## config.mk

```make
export PLATFORM = sky130hd
export DESIGN_NAME = serial_rx_framer
export DESIGN_NICKNAME = d
export VERILOG_FILES = /design/src/rtl/serial_com_pkg.sv /design/src/rtl/sync_2ff.sv /design/src/rtl/serial_rx_framer.sv
export SDC_FILE = /design/constraint.sdc
export NUM_CORES = 1
export LEC_CHECK = 0
export ABC_AREA = 1
export CORE_UTILIZATION = 50
export CTS_BUF_LIST = sky130_fd_sc_hd__clkbuf_8
export DETAILED_ROUTE_END_ITERATION = 16
export GPL_TIMING_DRIVEN = 0
export PLACE_DENSITY_LB_ADDON = 0.12
export SETUP_SLACK_MARGIN = 0.1
export SKIP_LAST_GASP = 1
export SYNTH_ARGS = -nofsm -noshare
export SYNTH_HDL_FRONTEND = slang
export SYNTH_HIERARCHICAL = 1
export SYNTH_SLANG_ARGS = --single-unit
```

## constraint.sdc

```tcl
create_clock -name clk -period 1.85 [get_ports clk]
set_clock_uncertainty 0.2 [all_clocks]
set_input_delay 0.37 -clock clk [delete_from_list [all_inputs] [get_ports clk]]
set_output_delay 0.37 -clock clk [all_outputs]
set_load 0.01 [all_outputs]
```

## src/rtl/serial_com_pkg.sv

```systemverilog
// Shared constants and state encoding for the serial receive path.
// Latency: n/a (package only).
// Backpressure: n/a (package only).
package serial_com_pkg;

  localparam int OVERSAMPLE_DEF = 16;
  localparam int DATA_BITS_DEF  = 8;

  localparam logic [2:0] ST_IDLE      = 3'd0;
  localparam logic [2:0] ST_START     = 3'd1;
  localparam logic [2:0] ST_DATA      = 3'd2;
  localparam logic [2:0] ST_STOP      = 3'd3;
  localparam logic [2:0] ST_WAIT_IDLE = 3'd4;

  typedef enum logic [2:0] {
    IDLE      = ST_IDLE,
    START     = ST_START,
    DATA      = ST_DATA,
    STOP      = ST_STOP,
    WAIT_IDLE = ST_WAIT_IDLE
  } rx_state_t;

endpackage

```

## src/rtl/sync_2ff.sv

```systemverilog
// Two-flop synchronizer for a single asynchronous bit; resets to 1 (line idle).
// Latency: two clk edges from d to q.
// Backpressure: none.
module sync_2ff (
  input  logic clk,
  input  logic reset,
  input  logic d,
  output logic q
);

  logic meta;

  // Resolve metastability over two stages; idle-high reset keeps the framer from seeing a false start.
  always_ff @(posedge clk or negedge reset) begin
    if (!reset) begin
      meta <= 1'b1;
      q    <= 1'b1;
    end else begin
      meta <= d;
      q    <= meta;
    end
  end

endmodule

```

## src/rtl/serial_rx_framer.sv

```systemverilog
// Oversampled async serial receiver: start/data/stop framing into a held byte.
// Latency: data_valid rises on the clk edge of the stop-bit midpoint tick (plus 2 clk sync delay).
// Backpressure: none on the line; an unread byte is overwritten and overrun is flagged.
module serial_rx_framer
  import serial_com_pkg::*;
#(
  parameter int OVERSAMPLE = OVERSAMPLE_DEF,
  parameter int DATA_BITS  = DATA_BITS_DEF
) (
  input  logic                 clk,
  input  logic                 reset,
  input  logic                 sample_tick,
  input  logic                 rx_in,
  input  logic                 rd_ack,
  output logic [DATA_BITS-1:0] data_out,
  output logic                 data_valid,
  output logic                 frame_err,
  output logic                 overrun,
  output logic                 busy
);

  localparam int CW = $clog2(OVERSAMPLE);
  localparam int BW = $clog2(DATA_BITS + 1);

  // START decides at the bit midpoint; DATA/STOP sample one full bit period later each time.
  localparam logic [CW-1:0] MID_CNT  = CW'(OVERSAMPLE / 2 - 1);
  localparam logic [CW-1:0] BIT_END  = CW'(OVERSAMPLE - 1);
  localparam logic [BW-1:0] LAST_BIT = BW'(DATA_BITS - 1);

  logic                 rx_s;
  rx_state_t            state, state_nxt;
  logic [CW-1:0]        tick_cnt, tick_cnt_nxt;
  logic [BW-1:0]        bit_cnt, bit_cnt_nxt;
  logic [DATA_BITS-1:0] shift_reg, shift_nxt;
  logic                 good_frame, bad_frame;
  logic                 ack_take;

  sync_2ff u_sync (
    .clk   (clk),
    .reset (reset),
    .d     (rx_in),
    .q     (rx_s)
  );

  // State, counters and shift register advance together; only ticks cause changes.
  always_ff @(posedge clk or negedge reset) begin
    if (!reset) begin
      state     <= IDLE;
      tick_cnt  <= '0;
      bit_cnt   <= '0;
      shift_reg <= '0;
    end else begin
      state     <= state_nxt;
      tick_cnt  <= tick_cnt_nxt;
      bit_cnt   <= bit_cnt_nxt;
      shift_reg <= shift_nxt;
    end
  end

  // Next-state logic; every transition clears the tick counter so it never wraps.
  always_comb begin
    state_nxt    = state;
    tick_cnt_nxt = tick_cnt;
    bit_cnt_nxt  = bit_cnt;
    shift_nxt    = shift_reg;
    good_frame   = 1'b0;
    bad_frame    = 1'b0;
    if (sample_tick) begin
      case (state)
        IDLE: begin
          if (!rx_s) begin
            state_nxt    = START;
            tick_cnt_nxt = '0;
          end
        end
        START: begin
          if (tick_cnt == MID_CNT) begin
            tick_cnt_nxt = '0;
            // A line already back high at mid-start is a glitch, not a frame.
            state_nxt    = rx_s ? IDLE : DATA;
          end else begin
            tick_cnt_nxt = tick_cnt + 1'b1;
          end
        end
        DATA: begin
          if (tick_cnt == BIT_END) begin
            tick_cnt_nxt = '0;
            shift_nxt    = {rx_s, shift_reg[DATA_BITS-1:1]};
            if (bit_cnt == LAST_BIT) begin
              bit_cnt_nxt = '0;
              state_nxt   = STOP;
            end else begin
              bit_cnt_nxt = bit_cnt + 1'b1;
            end
          end else begin
            tick_cnt_nxt = tick_cnt + 1'b1;
          end
        end
        STOP: begin
          if (tick_cnt == BIT_END) begin
            tick_cnt_nxt = '0;
            if (rx_s) begin
              good_frame = 1'b1;
              state_nxt  = IDLE;
            end else begin
              bad_frame  = 1'b1;
              state_nxt  = WAIT_IDLE;
            end
          end else begin
            tick_cnt_nxt = tick_cnt + 1'b1;
          end
        end
        WAIT_IDLE: begin
          // Hold through a break; only a high line re-arms start detection.
          if (rx_s) begin
            state_nxt = IDLE;
          end
        end
        default: begin
          state_nxt    = IDLE;
          tick_cnt_nxt = '0;
          bit_cnt_nxt  = '0;
        end
      endcase
    end
  end

  assign ack_take = rd_ack && data_valid;

  // Output holding register and consumer handshake; a new byte wins over a same-cycle ack.
  always_ff @(posedge clk or negedge reset) begin
    if (!reset) begin
      data_out   <= '0;
      data_valid <= 1'b0;
      overrun    <= 1'b0;
      frame_err  <= 1'b0;
    end else begin
      frame_err <= bad_frame;
      if (good_frame) begin
        data_out   <= shift_reg;
        data_valid <= 1'b1;
        // overrun is only ever set while data_valid is high, so this covers all cases.
        overrun    <= data_valid && !rd_ack;
      end else if (ack_take) begin
        data_valid <= 1'b0;
        overrun    <= 1'b0;
      end
    end
  end

  assign busy = (state != IDLE);

endmodule

```

==> results.yml <==
worst_hold_path:
  min_to: "u_sync/q"
  hp-class: "flip-flop to flip-flop"
  whs_path_depth: 0
  hp-start: "u_sync/meta"
yosys:
  ys.flop_type: "dfrtp_1"
  ys_ff_latch: 32
  avgSynthCellArea_sq_um: 8.70
  synth-async-reset-ratio_pct: 100
  syn_inst: 187
  yosysWarnings: 6
  synth_compound_area_share_pct: 12.7
  syn_area_sq_um: 1630
  synth_edf_count: 0
  yosys.area_share.simple_pct: 26.8
  synth_top_family_by_area: "simple AND/OR/NAND/NOR gates"
  ys_top_cells_by_count: "nand2_1, dfrtp_1, inv_1, nand3_1, o21ai_2"
  yosys-top-cells-area: "dfrtp_1, nand2_1, o21ai_2"
  synth_xor_area_share_pct: 1.08
  syn_nets: 194
  yosysSeqAreaShare_pct: 49.4
  synth_top_area_share_pct: 46.2
  synth_mux_area_share_pct: 0.615
  yosysTopAreaCell: "dfrtp_1"
  yosys.area_share.adder_pct: 1.54
  synth.most_common_cell: "nand2_1"
  synth_cell_type_count: 26
cells_and_area:
  diodes: 0
  drive_above_1_share_pct: 22.9
  final_area_sq_um: 1990
  area_delta_synth_final_pct: 22.2
  layout.nets: 220
  nFillCells: 254
critical_path:
  cp_cell_sequence: "clkdlybuf4s50_1"
  r2r-end: "data_out[0]"
  max_stage_delay_ps: 520
  cp_top_family: "buffers and inverters"
  r2r_slack_ps: 210
  path_buf_inv: 1
  crit_fanout: 1
  crit_start: "frame_err"
  cp.arrival_ps: 1130
  reg2reg_depth: 7
  start_kind: "flip-flop"
  crit_type: "flip-flop to output port"
  crit_required_ps: 1280
  reg2reg_from: "tick_cnt[1]"
  end_kind: "output port"
  slowest_stage: "clkdlybuf4s50_1"
clock_tree:
  clock_latency_ps: 280
  root_buffer: "clkbuf_8"
  numCtsBuffers: 5
  ctsLongestPathBuffers: 2
  htree_levels: 2
  clock_sinks: 32
  cts_tree: "built"
  path_clk_slew_ps: 70
grt:
  antenna_found_initial: 0
  grt_pass1_wl_mm: 5.27
  grt_pass1_vias: 1282
  gr-usage-all-layers_pct: 20.6
  grt_overflow: 0
  grt_max_degree: 33
drt:
  ant_nets: 0
  routed_wirelength_mm: 3.03
  firstDrtPassIters: 4
  routedWlPerCell_um: 11.8
  routed_via_density: 4.96
  route.vias.total: 1280
  drt-initial-drc-count: 41
  drc: 0
sta:
  clock.fmax_ghz: 0.589
  fin_tns_setup_ps: 0
  hold_viol_final: 0
  tightest_slew_ps: 690
  finalMaxSlewViolations: 0
  setup-violations-final: 0
  post-route-period-util_pct: 91.7
  finalCriticalPeriod_ps: 1700
  max-slew-margin-rel_pct: 54.0
  rsz0062_at_grt: "false"
  hold_ws_ps: 156
run:
  cap_violations: 0
floorplanning:
  die_w_um: 59.0
  die_y_um: 59.0
  core.rowCount: 20
  io_pins: 17
  core_area_sq_um: 3080
  start_util_pct: 52.8
  die_area_sq_um: 3490
placement:
  io_buffers: 16
  placed_area_sq_um: 1840
  gp_congestion: 0.822
  post-dp-hpwl_mm: 2.11
power:
  p_leak_nw: 1.11
  irDropWorstVdd_mv: 0.470
  pwr_density_cell_nw_per_um2: 1020
run_status:
  status: "finished clean"
==> final cells by class <==
cell class / count / area [sq um] / area share [%]
Multi-Input combinational cell: 126 / 722 / 36.3
Clock inverter: 3 / 16.3 / 0.819
Clock buffer: 5 / 68.8 / 3.46
Buffer: 4 / 37.5 / 1.89
Timing Repair Buffer: 19 / 189 / 9.51
Inverter: 25 / 93.8 / 4.72
Sequential cell: 32 / 805 / 40.5
Tap cell: 44 / 55.1 / 2.77
==> routing by layer <==
metal  GRT usage [%]  wire [um]
met3            5.68         83
met1            21.9       1320
met5               0          0
met2            37.3       1590
met4            10.2         43
==> worst reg2reg max path: stages (launching register included) <==
cell and delay (ps):
dfrtp_1 440, ha_4 200, nand3_4 120, nor2_4 180
nand2_4 120, buf_6 180, nand2_1 60, nand2_1 40
==> repair_timing <==
action | 4_1_cts | 5_1_grt
pin swaps | 2 | 1
setup buffers | 2 | 0
hold endpoints to repair | 30 | 0
gates resized for setup | 9 | 11
setup endpoints to repair | 7 | 33
hold buffers | 1 | 0
==> through the flow <==
step | setup slack [ps] | utilization (%) | power, W | cells
finish | 153 | 64.6 | 0.00203 | 258
CTS | 72.1 | 63.7 | 0.00202 | 258
floorplan | 263 | - | 0.00131 | 187
detailed placement | -116 | 59.7 | 0.00146 | 247
global placement | -380 | 59.8 | 0.00144 | 247
global route | 107 | 64.6 | 0.00219 | 258
==> cells by family (layout without fill, tap and decap cells) <==
logic type	after synthesis	in the layout
and+or+nand+nor	92	92
DFF	32	32
AOI/OAI and AO/OA	29	29
buffers and inverters	29	56
adders and majority gates	2	2
xor gates and xnor gates	2	2
muxes	1	1
==> how the worst max path moves through the flow <==
stage                         endpoint  slack, ps  cells after the start
final                        frame_err        150                      1
after floorplan           shift_reg[5]        260                      7
after global placement    shift_reg[2]       -380                      1
after CTS                         busy         70                      4
after global routing         frame_err        110                      1
after detailed placement   data_out[0]       -120                      7
==> report_power, final <==
group	switching [W]	leakage [nW]	internal [W]	total [W]
registers	0.0000836	0.433	0.000774	0.000857
clock network	0.000257	0.0453	0.000257	0.000514
logic	0.000396	0.636	0.000259	0.000655
total	0.000737	1.11	0.00129	0.00203
==> cell usage in the layout (no fill, tap or decap), types with 3 or more instances in the layout <==
cell / instances
a21oi_1: 3
buf_4: 4
clkbuf_8: 5
clkdlybuf4s50_1: 4
dfrtp_1: 29
dlygate4sd2_1: 3
dlymetal6s2s_1: 7
inv_1: 23
inv_2: 3
nand2_1: 52
nand3_1: 16
nor2_1: 10
nor2_4: 4
o21ai_0: 8
o21ai_2: 15
Note: power is estimated with default switching activity, not from simulation.
